File: src/rtl/backward_pkg.sv
// Shared constants and FSM state encoding for the distance-transform backward pass.
// The image is square, IMG_W x IMG_W, stored row-major in the result memory.
package dt_pkg;
    localparam int IMG_W  = 128;
    localparam int ADDR_W = 14;

    // The pass visits row 126 / col 126 down to row 1 / col 1.
    localparam int FIRST_ADDR = (IMG_W - 2) * IMG_W + (IMG_W - 2);
    localparam int LAST_ADDR  = IMG_W + 1;

    typedef enum logic [2:0] {
        IDLE   = 3'd0,
        RD_CUR = 3'd1,
        RD_E   = 3'd2,
        RD_SW  = 3'd3,
        RD_S   = 3'd4,
        RD_SE  = 3'd5,
        WR     = 3'd6,
        DONE   = 3'd7
    } bk_state_t;
endpackage

File: src/rtl/backward_if.sv
// Control and result-memory port bundle of the backward pass.
// slave is the pass engine; master is the controller plus memory side.
interface backward_if;
    import dt_pkg::*;

    logic              back_start;
    logic [7:0]        res_di;
    logic [ADDR_W-1:0] res_addr_back;
    logic              res_rd;
    logic              res_wr;
    logic [7:0]        res_do_back;
    logic              back_busy;
    logic              back_done;

    modport slave (
        input  back_start, res_di,
        output res_addr_back, res_rd, res_wr, res_do_back, back_busy, back_done
    );

    modport master (
        output back_start, res_di,
        input  res_addr_back, res_rd, res_wr, res_do_back, back_busy, back_done
    );
endinterface

File: src/rtl/backward_min4_inc.sv
// Combinational min of four 8-bit neighbours plus one, zero latency, no backpressure.
// BACKWARD_SATURATE_EN: clamp the increment at 8'hFF; otherwise wrap to 8 bits.
module min4_inc (
    input  logic [7:0] a,
    input  logic [7:0] b,
    input  logic [7:0] c,
    input  logic [7:0] d,
    output logic [7:0] y
);
    logic [7:0] m_ab;
    logic [7:0] m_cd;
    logic [7:0] m_all;
    logic [8:0] sum;

    assign m_ab  = (a < b) ? a : b;
    assign m_cd  = (c < d) ? c : d;
    assign m_all = (m_ab < m_cd) ? m_ab : m_cd;
    assign sum   = {1'b0, m_all} + 9'd1;

`ifdef BACKWARD_SATURATE_EN
    assign y = sum[8] ? 8'hFF : sum[7:0];
`else
    // Wrapping keeps the arithmetic identical to the forward pass.
    logic unused_carry;
    assign unused_carry = sum[8];
    assign y = sum[7:0];
`endif
endmodule

File: src/rtl/backward.sv
// Backward distance-transform pass over the result memory: 6 cycles per object pixel, 1 per skip.
// No backpressure; memory reads are combinational. Option macro: BACKWARD_SATURATE_EN (in min4_inc).
module backward #(
    parameter int IMG_W = dt_pkg::IMG_W
) (
    input logic       clk,
    input logic       reset,
    backward_if.slave bus
);
    import dt_pkg::bk_state_t, dt_pkg::IDLE, dt_pkg::RD_CUR, dt_pkg::RD_E, dt_pkg::RD_SW;
    import dt_pkg::RD_S, dt_pkg::RD_SE, dt_pkg::WR, dt_pkg::DONE;

    localparam int              AW     = dt_pkg::ADDR_W;
    localparam logic [AW-1:0]   FIRST  = AW'((IMG_W - 2) * IMG_W + (IMG_W - 2));
    localparam logic [AW-1:0]   LAST   = AW'(IMG_W + 1);
    localparam logic [AW-1:0]   OFS_E  = AW'(1);
    localparam logic [AW-1:0]   OFS_SW = AW'(IMG_W - 1);
    localparam logic [AW-1:0]   OFS_S  = AW'(IMG_W);
    localparam logic [AW-1:0]   OFS_SE = AW'(IMG_W + 1);

    bk_state_t     state;
    logic [AW-1:0] cur;
    logic [7:0]    v_cur;
    logic [7:0]    v_e;
    logic [7:0]    v_sw;
    logic [7:0]    v_s;
    logic [7:0]    v_se;
    logic [AW-1:0] col;
    logic          skip;
    logic [7:0]    nb_inc;

    assign col  = cur % AW'(IMG_W);
    // Border columns and background pixels are left untouched.
    assign skip = (col == '0) || (col == AW'(IMG_W - 1)) || (bus.res_di == 8'd0);

    min4_inc u_min4_inc (
        .a (v_e),
        .b (v_sw),
        .c (v_s),
        .d (v_se),
        .y (nb_inc)
    );

    always_ff @(posedge clk or negedge reset) begin
        if (!reset) begin
            state <= IDLE;
            cur   <= '0;
            v_cur <= 8'hFF;
            v_e   <= 8'hFF;
            v_sw  <= 8'hFF;
            v_s   <= 8'hFF;
            v_se  <= 8'hFF;
        end else begin
            case (state)
                IDLE: begin
                    if (bus.back_start) begin
                        cur   <= FIRST;
                        state <= RD_CUR;
                    end
                end
                RD_CUR: begin
                    if (skip) begin
                        if (cur == LAST) state <= DONE;
                        else             cur   <= cur - AW'(1);
                    end else begin
                        v_cur <= bus.res_di;
                        state <= RD_E;
                    end
                end
                RD_E: begin
                    v_e   <= bus.res_di;
                    state <= RD_SW;
                end
                RD_SW: begin
                    v_sw  <= bus.res_di;
                    state <= RD_S;
                end
                RD_S: begin
                    v_s   <= bus.res_di;
                    state <= RD_SE;
                end
                RD_SE: begin
                    v_se  <= bus.res_di;
                    state <= WR;
                end
                WR: begin
                    if (cur == LAST) begin
                        state <= DONE;
                    end else begin
                        cur   <= cur - AW'(1);
                        state <= RD_CUR;
                    end
                end
                DONE: begin
                    if (!bus.back_start) state <= IDLE;
                end
                default: state <= IDLE;
            endcase
        end
    end

    // Outputs decode only flopped state, so reset clears them asynchronously.
    always_comb begin
        bus.res_addr_back = '0;
        bus.res_rd        = 1'b0;
        bus.res_wr        = 1'b0;
        bus.res_do_back   = 8'd0;
        bus.back_busy     = 1'b0;
        bus.back_done     = 1'b0;
        case (state)
            RD_CUR: begin
                bus.res_addr_back = cur;
                bus.res_rd        = 1'b1;
                bus.back_busy     = 1'b1;
            end
            RD_E: begin
                bus.res_addr_back = cur + OFS_E;
                bus.res_rd        = 1'b1;
                bus.back_busy     = 1'b1;
            end
            RD_SW: begin
                bus.res_addr_back = cur + OFS_SW;
                bus.res_rd        = 1'b1;
                bus.back_busy     = 1'b1;
            end
            RD_S: begin
                bus.res_addr_back = cur + OFS_S;
                bus.res_rd        = 1'b1;
                bus.back_busy     = 1'b1;
            end
            RD_SE: begin
                bus.res_addr_back = cur + OFS_SE;
                bus.res_rd        = 1'b1;
                bus.back_busy     = 1'b1;
            end
            WR: begin
                bus.res_addr_back = cur;
                bus.res_wr        = 1'b1;
                bus.res_do_back   = (v_cur < nb_inc) ? v_cur : nb_inc;
                bus.back_busy     = 1'b1;
            end
            DONE: begin
                bus.back_done     = 1'b1;
            end
            default: ;
        endcase
    end
endmodule
File: src/flat_wrapper.sv
// flat-port wrapper written by rule: the top's interface ports become plain ports
module backward_flat import dt_pkg::bk_state_t, dt_pkg::IDLE, dt_pkg::RD_CUR, dt_pkg::RD_E, dt_pkg::RD_SW; import dt_pkg::RD_S, dt_pkg::RD_SE, dt_pkg::WR, dt_pkg::DONE;
#(
    parameter int IMG_W = dt_pkg::IMG_W
)
  (clk, reset, bus_back_start, bus_res_di, bus_res_addr_back, bus_res_rd, bus_res_wr, bus_res_do_back, bus_back_busy, bus_back_done);
  backward_if bus_i ();
  input logic clk;
  input logic reset;
  input wire logic [$bits(bus_i.back_start)-1:0] bus_back_start;
  input wire logic [$bits(bus_i.res_di)-1:0] bus_res_di;
  output wire logic [$bits(bus_i.res_addr_back)-1:0] bus_res_addr_back;
  output wire logic [$bits(bus_i.res_rd)-1:0] bus_res_rd;
  output wire logic [$bits(bus_i.res_wr)-1:0] bus_res_wr;
  output wire logic [$bits(bus_i.res_do_back)-1:0] bus_res_do_back;
  output wire logic [$bits(bus_i.back_busy)-1:0] bus_back_busy;
  output wire logic [$bits(bus_i.back_done)-1:0] bus_back_done;
  assign bus_i.back_start = bus_back_start;
  assign bus_i.res_di = bus_res_di;
  assign bus_res_addr_back = bus_i.res_addr_back;
  assign bus_res_rd = bus_i.res_rd;
  assign bus_res_wr = bus_i.res_wr;
  assign bus_res_do_back = bus_i.res_do_back;
  assign bus_back_busy = bus_i.back_busy;
  assign bus_back_done = bus_i.back_done;
  backward #(.IMG_W(IMG_W)) u_core (.clk(clk), .reset(reset), .bus(bus_i));
endmodule
File: config.mk
export PLATFORM = sky130hd
export DESIGN_NAME = backward_flat
export DESIGN_NICKNAME = d
export VERILOG_FILES = /design/src/rtl/backward_pkg.sv /design/src/rtl/backward_if.sv /design/src/rtl/backward_min4_inc.sv /design/src/rtl/backward.sv /design/src/flat_wrapper.sv
export SDC_FILE = /design/constraint.sdc
export NUM_CORES = 1
export LEC_CHECK = 0
export CORE_MARGIN = 2
export CORE_UTILIZATION = 30
export CTS_CLUSTER_DIAMETER = 200
export DETAILED_ROUTE_END_ITERATION = 16
export HOLD_SLACK_MARGIN = 0.1
export PLACE_DENSITY_LB_ADDON = 0.1
export SYNTH_ARGS = -nofsm -noshare
export SYNTH_HDL_FRONTEND = slang
export SYNTH_SLANG_ARGS = --single-unit
export TNS_END_PERCENT = 1
File: constraint.sdc
create_clock -name clk -period 6.1 [get_ports clk]
set_input_delay 1.22 -clock clk [delete_from_list [all_inputs] [get_ports clk]]
set_output_delay 1.22 -clock clk [all_outputs]
set_load 0.005 [all_outputs]
Word-level counts from Yosys, hierarchy flattened

Cells that the tools add are included.

Add/sub/neg operators: 6
$lt $le $gt $ge: 4
Equality and inequality tests: 13
Muxes and demuxes: 20
Bitwise gates (word level): 1
Reductions and logical operators: 12

Operator list:

| operator                                                                | number |
|---|---|
| 14-bit one-hot mux with 5 select lines                                  | 1 |
| 14-bit two-way mux                                                      | 3 |
| 14-bit one-hot mux with 3 select lines                                  | 1 |
| 8-bit two-way mux                                                       | 5 |
| 8-bit < comparator                                                      | 4 |
| 14-bit by 8-bit adder with 14-bit output (second input constant)        | 2 |
| 3-bit one-hot mux with 8 select lines                                   | 1 |
| 3-bit two-way mux                                                       | 5 |
| 14-bit by 1-bit adder with 14-bit output (second input constant)        | 1 |
| 14-bit by 7-bit adder with 14-bit output (second input constant)        | 1 |
| 14-bit by 8-bit equality test with 1-bit output (second input constant) | 1 |
| 14-bit logical NOT                                                      | 1 |
| 14-bit by 1-bit subtractor with 14-bit output (second input constant)   | 1 |
| 3-bit equality test (second input constant)                             | 4 |
| 8-bit by 1-bit adder with 8-bit output (second input constant)          | 1 |
| 8-bit logical NOT                                                       | 1 |
| 7-bit equality test (second input constant)                             | 1 |
| 3-bit by 2-bit equality test with 1-bit output (second input constant)  | 2 |
| 3-bit AND reduction                                                     | 2 |
| 6-bit OR reduction                                                      | 1 |
| 5-bit OR reduction                                                      | 1 |
| 1-bit two-way mux                                                       | 4 |
| 2-bit != test (second input constant)                                   | 2 |
| 3-bit by 1-bit equality test with 1-bit output (second input constant)  | 1 |
| other kinds (8)                                                         | 9 |

Register bits after elaboration: 57
Input port bits: 11
Output and inout port bits: 26

Longest topological paths before layout

Word-level depth: 8
Gate-level depth with buffers: 29
Gate-level depth less buffers: 26

Modules after synthesis

From an unflattened synthesis, not the netlist that was laid out.

Cells, all modules: 665
Area total of the unflattened synthesis: 5,392.7 um^2

Modules (own cells, without submodules):

| module   | instances | cells an instance | area each (um^2) | seq. area each (um^2) |
|---|---|---|---|---|
| backward | 1         | 485               | 4,060.1          | 1,476.4 |
| min4_inc | 1         | 180               | 1,332.5          | 0.0 |

Worst setup path before layout

Ideal clock, no wire load.

Kind: register -> output
Start: register u_core.v_sw[7]
End: output port bus_res_do_back[5]
Data arrival time: 5.090 ns
Path slack: -0.210 ns
Stages on the path, launching flop included: 27
Path buffers: 3
Cell sequence: dfstp_2 -> inv_1 -> ha_1 -> nand4_1 -> o31ai_2 -> buf_6 -> mux2_2 -> ha_1 -> a21oi_1 -> a21oi_1 -> nor3_1 -> o21ai_2 -> buf_2 -> nor2_1 -> a21oi_1 -> ha_1 -> nand3_1 -> xor2_1 -> nor2_1 -> a21oi_1 -> ha_1 -> nand2_1 -> a21oi_1 -> a221o_1 -> or2_4 -> buf_6 -> a211oi_2

Cells in the longest elaborated chain, start to end: 8

RTL lines:

| item                                       | line                    | RTL |
|---|---|---|
| start: declaration                         | backward.sv:25          | `logic [7:0] v_sw;` |
| start signal: assignment                   | backward.sv:75          | `v_sw <= bus.res_di;` |
| 8-bit < comparator                         | backward_min4_inc.sv:15 | `assign m_ab = (a < b) ? a : b;` |
| 8-bit two-way mux (*)                      | backward_min4_inc.sv:15 |  |
| 8-bit < comparator                         | backward_min4_inc.sv:17 | `assign m_all = (m_ab < m_cd) ? m_ab : m_cd;` |
| 8-bit two-way mux (*)                      | backward_min4_inc.sv:17 |  |
| 8-bit by 1-bit adder with 8-bit output (*) | backward_min4_inc.sv:18 | `assign sum = {1'b0, m_all} + 9'd1;` |
| 8-bit < comparator                         | backward.sv:139         | `bus.res_do_back = (v_cur < nb_inc) ? v_cur : nb_inc;` |
| 8-bit two-way mux (*)                      | backward.sv:139         |  |
| 8-bit two-way mux (*)                      | backward.sv:110         | `case (state)` |
| end: declaration                           | flat_wrapper.sv:15      | `output wire logic [$bits(bus_i.res_do_back)-1:0] bus_res_do_back;` |

Mark *: on every way between the ends. The rest lies on a longest branch, timed or not.

Worst setup path after layout

Start: register u_core.v_sw[5]
End: output port bus_res_do_back[5]

Same word-level chain as after synthesis.

==> impl_metrics.toml <==
[outcome]
outcome = "finished with violations"
violations = "negative setup slack"

[cts]
cts_htree_levels = 3
ctsLongestPathBuffers = 2
clk_pin_slew_worst_paths_ns = 0.06
tritoncts = "done"
cts_sinks = 57
cts-buffers-inserted = 9
root_buffer = "sky130_fd_sc_hd__clkbuf_16"
holdBufCountCts = 0
worst_skew_pair.late_latency_ns = 0.34

[place]
detailed_place_hpwl_um = 10800
place_area_um2 = 5850
post-place-cells = 831
finalWeightedCongestion = 0.834
count_of_buffers_from_port_buffering = 36

[logic_synthesis]
post_synth_num_cell_types = 72
synth.cell_area_um2 = 4730
yosysSeqAreaShare = 0.312
ys.warnings.count = 0
postSynthNetCount = 584
post_synth_main_area_contributors = "sky130_fd_sc_hd__dfstp_2 22%, sky130_fd_sc_hd__ha_1 11%, sky130_fd_sc_hd__dfrtp_1 9.0%"
avgSynthCellArea_um2 = 8.90
synth_edf_count = 0
synth_top_cell_area_share = 0.222
yosys_register_bits = 57
async_reset_ff_frac = 1.00
synth_largest_area_cell = "sky130_fd_sc_hd__dfstp_2"
netlist_instances = 531
ys.flop_type = "sky130_fd_sc_hd__dfstp_2"

[timing]
rsz0062_at_grt = "yes"
worst_slew_margin_rel = 0.445
fmax_ghz = 0.147
finalSetupViolCount = 8
finalCriticalPeriod_ns = 6.82
fin_worst_hold_slack_ns = 0.515
timing.final.crit_share = 1.12
clock-skew-final_ns = 0.00796
timing_worst_slew_pin_value_ns = 0.830
final_critical_path_setup_slack_ns = -0.721
endpoints_failing_hold = 0
timing_max_transition_violations_final = 0

[worst_setup_path]
worst_setup_path_startpoint = "u_core.v_sw[5]"
cp_top_family = "compound AO/OA/AOI/OAI gates"
required_worst_endpoint_ns = 4.88
worstPathMaxFanout = 6
crit_path_max_delay_cell_type = "sky130_fd_sc_hd__dfstp_2"
timing.critical_path.from_type = "flop"
cp_data_arrival_time_ns = 5.60
critPathMaxStageDelay_ns = 0.53
worstSetupPathType = "flop to output pin"
worst_r2r_startpoint = "u_core.state[2]"
critPathCaptureType = "output pin"
critical_path.n_buffers_inverters = 9

[floorplan]
floorplan.rows = 45
fp.dieH_um = 130
fp.coreArea_um2 = 15300
die_w_um = 130
fp.dieArea_um2 = 16800
floorplan.initialDensity = 0.309
boundaryPins = 37

[global_route]
global_routing_usage_summed_across_all_routing_layers = 0.187
wire_length_of_the_first_global_routing_pass_um = 23800
gr-total-overflow = 0
number_of_antenna_violations_at_the_first_check_in_global_routing = 0
first_global_vias = 4552
grt_start_max_net_pins = 58

[routing]
ant_nets = 0
first_iter_violations = 181
drt_pass1_iterations = 5
wl_um = 14900
wirelength_per_cell_um = 17.1
routed_vias = 4455
drc = 0
route.detailed.vias_per_inst = 5.13

[worst_hold_path]
worst_hold_path_type = "flop to flop"
timing.hold.worst.start = "u_core.v_sw[2]"

[final_layout]
areaGrowthSynthToFinish_pct = 45.9
drive_above_1_share = 0.435
antenna_cells = 0
post_layout_nets = 706
instances_no_fill = 869
final_cell_area_um2 = 6890
filler_cell_count = 1508
final_core_utilization = 0.450

[run]
max_cap_viols = 0
-- placed cells by master, fill, tap and decap left out, types with 15 or more instances in the layout --
cell type,synthesis,layout
sky130_fd_sc_hd__dfstp_2,40,40
sky130_fd_sc_hd__xnor2_1,17,15
sky130_fd_sc_hd__ha_4,0,20
sky130_fd_sc_hd__dfrtp_1,17,17
sky130_fd_sc_hd__ha_1,41,21
sky130_fd_sc_hd__inv_1,35,21
sky130_fd_sc_hd__a21oi_1,39,31
sky130_fd_sc_hd__mux2_2,30,26
sky130_fd_sc_hd__nand2_1,65,62
sky130_fd_sc_hd__nor2_1,32,28
sky130_fd_sc_hd__o21ai_0,32,30
sky130_fd_sc_hd__clkdlybuf4s50_1,0,27
sky130_fd_sc_hd__buf_4,0,88
-- synth_stat cells (all sizes together), types with 3 or more instances --
master	instances
a31oi	5
nand3	14
a2111oi	3
a221oi	5
o21ai	36
ha	41
o22ai	3
o31ai	3
nand2b	4
xor2	6
o221ai	3
and2	3
nand2	65
inv	35
dfrtp	17
a211oi	8
nand4	9
o21a	6
or2	7
a22o	6
a21o	7
dfstp	40
mux2	30
mux2i	13
buf	5
xnor2	17
o21bai	4
a21oi	41
nor3	10
clkbuf	15
nor2b	3
nor2	32
or3	6
-- routing by layer --
layer / vias up / wire length, um / GRT usage
met2: 87 / 7480 / 0.329
met4: 0 / 373 / 0.0778
met5: - / 0 / 0
li1: 2176 / - / -
met1: 2169 / 6610 / 0.228
met3: 23 / 418 / 0.0268
-- cell type report --
class	count	area, um2	share of cell area
Clock inverter	5	80.1	0.0116
Inverter	37	139	0.0201
Tap cell	211	264	0.0383
Clock buffer	11	275	0.0399
Multi-Input combinational cell	417	3600	0.522
Timing Repair Buffer	131	1060	0.154
Sequential cell	57	1480	0.214
-- tightest hold or removal path, cell delays in order (launching register included) --
cell,delay (ns)
sky130_fd_sc_hd__dfstp_2,0.37
sky130_fd_sc_hd__inv_1,0.06
sky130_fd_sc_hd__o21ai_0,0.08
-- sequential cells by signal (all words and copies together) (netlist names) --
register,count
u_core.v_se,8
u_core.state,3
u_core.v_s,8
u_core.cur,14
u_core.v_sw,8
u_core.v_e,8
u_core.v_cur,8
-- cells by family (layout without fill, tap and decap cells) --
group / count (synthesis) / count (layout) / share of synthesized area
compound gates: 150 / 150 / 0.227
buf+inv: 57 / 184 / 0.0490
xor+xnor: 23 / 23 / 0.0426
fa+ha+maj: 42 / 42 / 0.113
mux: 43 / 43 / 0.0990
flops: 57 / 57 / 0.312
simple gates: 159 / 159 / 0.157
-- repair_timing --
action / 4_1_cts / 5_1_grt
pin swaps: 37 / 16
gates cloned: 0 / 0
endpoints found under the setup margin: 8 / 9
buffers inserted: 18 / 4
gates resized for setup: 92 / 36
-- stage by stage --
step / setup TNS (ns) / worst slack [ns]
2_1_floorplan: -0.0416 / -0.0187
3_3_place_gp: -4.96 / -0.674
3_5_place_dp: -6.06 / -0.825
4_1_cts: -4.95 / -0.692
5_1_grt: -7.53 / -1.02
6_report: -5.24 / -0.721
-- worst paths after layout --
check                           depth (start not counted)  slack (ns)                  to
worst max-delay path                                   26       -0.72  bus_res_do_back[5]
min in group asynchronous                               2        1.04     u_core.state[2]
worst min-delay path                                    2        0.51      u_core.v_sw[2]
worst max register to register                          8        3.08      u_core.cur[11]
worst min register to register                          2        0.51      u_core.v_sw[2]
max in group asynchronous                               2        4.58       u_core.cur[0]
Power is left out: the tool's default activity adds up to more than one toggle a clock period on the data nets, which glitch-free logic cannot reach.
